===== src/rtl/branch_resolve.sv =====
// Branch resolution: decodes taken/not-taken from comparator flags, issues a registered
// PC redirect and a timed IF/ID flush. Optional counters enabled by `BRANCH_STATS_EN.
`ifndef REG_WIDTH
`define REG_WIDTH 32
`endif

module branch_resolve #(
  parameter int REG_WIDTH    = `REG_WIDTH,
  parameter int FLUSH_CYCLES = 2
) (
  input  logic                 clk,
  input  logic                 rst_n,
  input  logic                 ex_valid,
  input  logic                 ex_is_branch,
  input  logic                 ex_is_jump,
  input  logic [2:0]           ex_funct3,
  input  logic [REG_WIDTH-1:0] ex_target,
  input  logic                 br_eq,
  input  logic                 br_lt,
  output logic                 br_un,
  output logic                 redirect_valid,
  output logic [REG_WIDTH-1:0] redirect_pc,
  output logic                 flush_if,
  output logic                 flush_id,
  output logic                 misalign_exc,
  output logic                 illegal_exc,
  output logic [31:0]          stat_branches,
  output logic [31:0]          stat_taken
);

  typedef enum logic {IDLE, FLUSH} state_t;

  localparam logic [3:0] CNT_LOAD = 4'(FLUSH_CYCLES - 1);

  state_t     state_q;
  logic [3:0] flush_cnt_q;

  logic cond_taken;
  logic funct3_illegal;
  logic accept;
  logic legal_branch;
  logic illegal_hit;
  logic taken;

  assign br_un = (ex_funct3 == 3'b110) || (ex_funct3 == 3'b111);

  always_comb begin
    cond_taken     = 1'b0;
    funct3_illegal = 1'b0;
    case (ex_funct3)
      3'b000:         cond_taken = br_eq;
      3'b001:         cond_taken = !br_eq;
      3'b100, 3'b110: cond_taken = br_lt;
      3'b101, 3'b111: cond_taken = !br_lt;
      default:        funct3_illegal = 1'b1;
    endcase
  end

  // Wrong-path instructions arriving during FLUSH are never accepted.
  assign accept       = (state_q == IDLE) && ex_valid;
  assign legal_branch = ex_is_branch && !ex_is_jump && !funct3_illegal;
  assign illegal_hit  = ex_is_branch && !ex_is_jump && funct3_illegal;
  assign taken        = ex_is_jump || (legal_branch && cond_taken);

  always_ff @(posedge clk or negedge rst_n) begin
    if (!rst_n) begin
      state_q        <= IDLE;
      flush_cnt_q    <= 4'd0;
      redirect_valid <= 1'b0;
      redirect_pc    <= '0;
      flush_if       <= 1'b0;
      flush_id       <= 1'b0;
      misalign_exc   <= 1'b0;
      illegal_exc    <= 1'b0;
    end else begin
      redirect_valid <= 1'b0;
      misalign_exc   <= 1'b0;
      illegal_exc    <= 1'b0;
      case (state_q)
        IDLE: begin
          flush_if <= 1'b0;
          flush_id <= 1'b0;
          if (accept && taken) begin
            if (ex_target[1:0] == 2'b00) begin
              redirect_valid <= 1'b1;
              redirect_pc    <= ex_target;
              flush_if       <= 1'b1;
              flush_id       <= 1'b1;
              flush_cnt_q    <= CNT_LOAD;
              state_q        <= (FLUSH_CYCLES > 1) ? FLUSH : IDLE;
            end else begin
              misalign_exc <= 1'b1;
            end
          end else if (accept && illegal_hit) begin
            illegal_exc <= 1'b1;
          end
        end
        FLUSH: begin
          if (flush_cnt_q == 4'd0) begin
            state_q  <= IDLE;
            flush_if <= 1'b0;
            flush_id <= 1'b0;
          end else begin
            flush_cnt_q <= flush_cnt_q - 4'd1;
          end
        end
        default: state_q <= IDLE;
      endcase
    end
  end

`ifdef BRANCH_STATS_EN
  // Misaligned taken branches still count: the outcome was resolved.
  always_ff @(posedge clk or negedge rst_n) begin
    if (!rst_n) begin
      stat_branches <= 32'd0;
      stat_taken    <= 32'd0;
    end else if (accept && legal_branch) begin
      stat_branches <= stat_branches + 32'd1;
      if (cond_taken) stat_taken <= stat_taken + 32'd1;
    end
  end
`else
  assign stat_branches = 32'd0;
  assign stat_taken    = 32'd0;
`endif

endmodule


===== config.mk =====
export PLATFORM = sky130hd
export DESIGN_NAME = branch_resolve
export DESIGN_NICKNAME = d
export VERILOG_FILES = /design/src/rtl/branch_resolve.sv
export SDC_FILE = /design/constraint.sdc
export NUM_CORES = 1
export LEC_CHECK = 0
export ABC_AREA = 1
export ABC_CLOCK_PERIOD_IN_PS = 1700
export CAP_MARGIN = 20
export CORE_ASPECT_RATIO = 1.4
export CORE_UTILIZATION = 62
export DETAILED_ROUTE_END_ITERATION = 8
export DONT_BUFFER_PORTS = 1
export PLACE_DENSITY = 0.78
export SLEW_MARGIN = 20
export SYNTH_ARGS = -nofsm -noshare
export SYNTH_HDL_FRONTEND = slang
export SYNTH_SLANG_ARGS = --single-unit

===== constraint.sdc =====
create_clock -name clk -period 1.7 [get_ports clk]
set_input_delay 0.255 -clock clk [delete_from_list [all_inputs] [get_ports clk]]
set_output_delay 0.255 -clock clk [all_outputs]
set_load 0.02 [all_outputs]

; ---- Yosys cells after proc, flatten, opt, wreduce, memory -nomap -nowiden
; Cells that the tools add are included.
[totals]
reg_bits = 41
latchBits = 0
mem_bits_rw = 0
romBits = 0
inputBits = 42
output_inout_bits = 102
elab_cells = 57
memories = 0
[op_classes]
n_addsub = 1
n_mul = 0
n_div = 0
order_cmp = 0
eq_ne = 9
shifts = 0
mux = 19
n_bitwise = 1
reduce_logical = 20
[op_table]
columns = cell, count
row1 = 3-bit == test (second input constant), 4
row2 = 1-bit two-way mux, 12
row3 = 4-bit two-way mux, 3
row4 = 4-bit one-hot mux with 2 select lines, 1
row5 = 1-bit logical AND, 7
row6 = 2-bit by 1-bit inequality test with 1-bit output (second input constant), 3
row7 = 3-bit AND reduction, 2
row8 = 6-bit OR reduction, 1
row9 = 4-bit zero test, 1
row10 = 1-bit one-hot mux with 2 select lines, 2
row11 = 1-bit one-hot mux with 4 select lines, 1
row12 = 2-bit OR reduction, 2
row13 = 4-bit by 1-bit subtractor with 4-bit output (second input constant), 1
row14 = 3-bit by 1-bit == test with 1-bit output (second input constant), 1
row15 = 1-bit zero test, 3
row16 = 3-bit zero test, 1
row17 = 2-bit zero test, 1
row18 = 1-bit logical OR, 2
row19 = 2-bit inequality test (second input constant), 1
row20 = 1-bit NOT, 1

; ---- Logic depth before layout (Yosys ltp)
[logic_depth]
depth_word = 8
ltp_mapped = 11

; ---- Least setup slack after synthesis
; OpenSTA, ideal clock, no wires.
[synth_path]
path_kind = reg2reg
from = reg flush_cnt_q[0]
to = reg flush_cnt_q[2]
setup_ns = 0.113
arrival_time_ns = 1.120
required_time_ns = 1.587
setup_slack_ns = 0.467
stages_incl_launch_ff = 10
n_path_buf = 0
period_less_slack_ns = 1.233
cell_sequence = dfrtp_1 -> inv_1 -> ha_1 -> nand3_1 -> nand2_1 -> inv_1 -> nand2_1 -> xor2_1 -> nand2_1 -> inv_1
[synth_via]
elab_chain_len = 3
word_cells_on_any_way = 6
classes_between = 1 x add/sub / 1 x eq/ne / 2 x mux / 2 x reduce/logical
[synth_lines]
columns = element, line
row1 = start: declaration, 36  ; logic [3:0] flush_cnt_q;
row2 = start signal: assignment, 104  ; flush_cnt_q <= flush_cnt_q - 4'd1;
row3 = 4-bit by 1-bit subtractor with 4-bit output or 4-bit zero test (tied branches), "104, 99"
row4 = 4-bit two-way mux or 2-bit inequality test (tied branches), -
row5 = 4-bit one-hot mux with 2 select lines or 3-bit AND reduction (tied branches), -
; Parallel ways exist; a longest one is shown, timed or not. The select of a mux whose other input is x is not followed.
; A chain may end at the register's enable or synchronous reset.

; ---- Final worst setup path
[layout_path]
from = reg state_q
to = reg redirect_pc[16]
[layout_via]
elab_chain_len = 4
[layout_lines]
columns = element, line
row1 = start: declaration, 35  ; state_t state_q;
row2 = start signal: assignment, 90  ; state_q <= (FLUSH_CYCLES > 1) ? FLUSH : IDLE;
row3 = 1-bit NOT (no line) *, -
row4 = 1-bit logical AND, 60  ; assign accept = (state_q == IDLE) && ex_valid;
row5 = 1-bit logical AND, 83  ; if (accept && taken) begin
row6 = 3-bit AND reduction (no line) *, -
row7 = end signal: assignment, 86  ; redirect_pc <= ex_target;
row8 = end: declaration, 22  ; output logic [REG_WIDTH-1:0] redirect_pc,
; Mark *: on every way between the ends. The rest lies on a longest branch, timed or not.

==> results.cfg <==
[setup_path]
crit_start = state_q$_DFF_PN0_
crit_type = register to register
cp-end-kind = register
r2r-start = state_q$_DFF_PN0_
worstRegToRegCells = 5
cp-start-kind = register
cp.arrival_ns = 1.62
reg2reg_slack_ns = 0.30
rr_endpoint = redirect_pc[16]$_DFFE_PN0P_
cp_max_fo = 31
crit_required_ns = 1.92
critPathCapture = redirect_pc[16]$_DFFE_PN0P_

[grt]
grt_start_max_net_pins = 42
gr-total-overflow = 0
grtUsageTotal = 0.182
grt_pass1_vias = 1139
antenna_found_initial = 0
grt_pass1_wl_mm = 4.97

[sta]
rsz0062_at_grt = no
setup_tns_ns = 0
max_freq_mhz = 714
skew_ns = 0.00331
setup_ws_ns = 0.299
finalSetupViolCount = 0
hold_ws_ns = 0.0748
relSlewSlack = 0.659
tightest_slew_ns = 0.511
timing.final.crit_share = 0.824
hold_violations = 0
period_needed_ns = 1.40
slew_viol_final = 0

[final_layout]
drive_gt1_frac = 0.0562
num-fill-cells = 314
final_common_cell = nand2_1
area_growth_syn_to_layout_pct = -4.65
diodes = 0
mostFrequentLayoutCells = nand2_1 (111), conb_1 (64), dfrtp_1 (41)
nets = 309

[worst_hold_path]
hold_path_depth = 2
hold_path.class = input port to register

[cts]
cts_tree = done
clkLatencyLatePin_ns = 0.29
cts-root-buf = clkbuf_8
cts_resized = 0
cts_buffers = 5
cts_hold_buf = 2
clkSlewWorstSetupHoldPaths_ns = 0.08
clk_path_buf_depth = 2
cts_sinks = 41
cts_setup_buffers = 0
cts_max_level = 2

[yosys]
yosysTopAreaCell = dfrtp_1
syn_inst = 264
yosysSeqAreaShare = 0.470
synth_top_area_share = 0.470
ys_ff_latch = 41
ys_types = 17
ys_warn_count = 0
syn_avg_cell_area_um2 = 8.26
synth_top_cells_by_area = dfrtp_1 (47%), buf_4 (23%), nand2_1 (19%), inv_1 (2.8%), nand3_1 (1.8%)
synth_area_mm2 = 0.00218

[route]
drt-initial-drc-count = 19
vias_per_cell = 4.56
antenna_left = 0
firstDrtPassIters = 4
drcViolationCount = 0
vias = 1400
wl_per_cell_um = 11.1
wl_mm = 3.40

[die]
dieArea_mm2 = 0.00376
start_util = 0.646
row_count = 25
coreArea_mm2 = 0.00338
ios = 144
die_h_um = 72.2
chipWidth_um = 52.1

[placed_design]
numPortBuffers = 0
dpl.hpwl_mm = 2.42
gp_congestion = 0.643
pre_cts_slack_ns = 0.275

[job]
maxCapViolCount = 0

[power_and_ir_drop]
p_per_area_mw_per_mm2 = 1640
ir_drop_uv = 921
leakage_nw = 1.27

[run_status]
status = completed
area by class of cell:
type                    count  area (um^2)  area share
flip-flops and latches     41         1030       0.493
multi-input cells         197          778       0.374
clock buffers               7         86.3      0.0415
inverters                  17         63.8      0.0307
well taps                  40         50.0      0.0241
repair buffers              4         45.0      0.0217
clock inverters             1         30.0      0.0144
metrics by stage:
| stage | util | std cells | cell area (um^2) | power (mW) |
|---|---|---|---|---|
| 2_1_floorplan | - | 327 | 2420 | 2.60 |
| 3_3_place_gp | 0.572 | 297 | 1930 | 2.59 |
| 3_5_place_dp | 0.572 | 297 | 1930 | 2.63 |
| 4_1_cts | 0.616 | 307 | 2080 | 3.46 |
| 5_1_grt | 0.616 | 307 | 2080 | 3.65 |
| 6_report | 0.616 | 307 | 2080 | 3.41 |
registers in the layout, indices dropped and copies added, names as in the netlist:
signal and count:
misalign_exc 1, redirect_valid 1, illegal_exc 1, flush_cnt_q 4
state_q 1, redirect_pc 32, flush_id 1
where the power goes:
part / internal (mW) / switching, mW
clock network: 0.478 / 0.312
registers: 1.33 / 0.627
logic: 0.226 / 0.442
total: 2.03 / 1.38
critical path: stages (launching register included):
cell,delay [ns]
dfrtp_1,0.40
nor2_1,0.21
nand3_2,0.13
inv_2,0.40
nand2_1,0.11
nand2_1,0.09
layer usage:
| layer | vias to the layer above | wire length, um | track usage |
|---|---|---|---|
| li1 | 654 | - | - |
| met1 | 640 | 1260 | 0.201 |
| met2 | 100 | 1730 | 0.311 |
| met3 | 6 | 354 | 0.0608 |
| met4 | 0 | 48 | 0.0811 |
| met5 | - | 0 | 0 |
kinds of logic after synthesis:
family,Yosys count,share of synthesized area
compound gates,1,0.00229
buf+inv,89,0.281
flops,41,0.470
fa+ha+maj,1,0.00574
other cells,1,0.00172
simple gates,130,0.235
xor+xnor,1,0.00402
synth_stat cells:
cell type and instances:
buf_6 3, nand2_1 111, nand3_1 8, inv_2 1
buf_4 68, xor2_1 1, ha_1 1, nand2_2 1
nor2_2 1, inv_1 16, buf_2 1, nand3_2 1
o21ai_0 1, dfrtp_1 41, or2_2 1, conb_1 1
nor2_1 7
how the worst min path moves through the flow:
| stage | startpoint | end | slack (ns) |
|---|---|---|---|
| detailed placement | rst_n | redirect_pc[3]$_DFFE_PN0P_ | -0.04 |
| floorplan | rst_n | flush_cnt_q[0]$_DFFE_PN0P_ | -0.04 |
| CTS | ex_target[20] | redirect_pc[20]$_DFFE_PN0P_ | 0.06 |
| finish | ex_target[6] | redirect_pc[6]$_DFFE_PN0P_ | 0.07 |
| global route | ex_target[18] | redirect_pc[18]$_DFFE_PN0P_ | 0.07 |
| global placement | rst_n | redirect_pc[3]$_DFFE_PN0P_ | -0.04 |
Note: power is estimated with default switching activity, not from simulation.
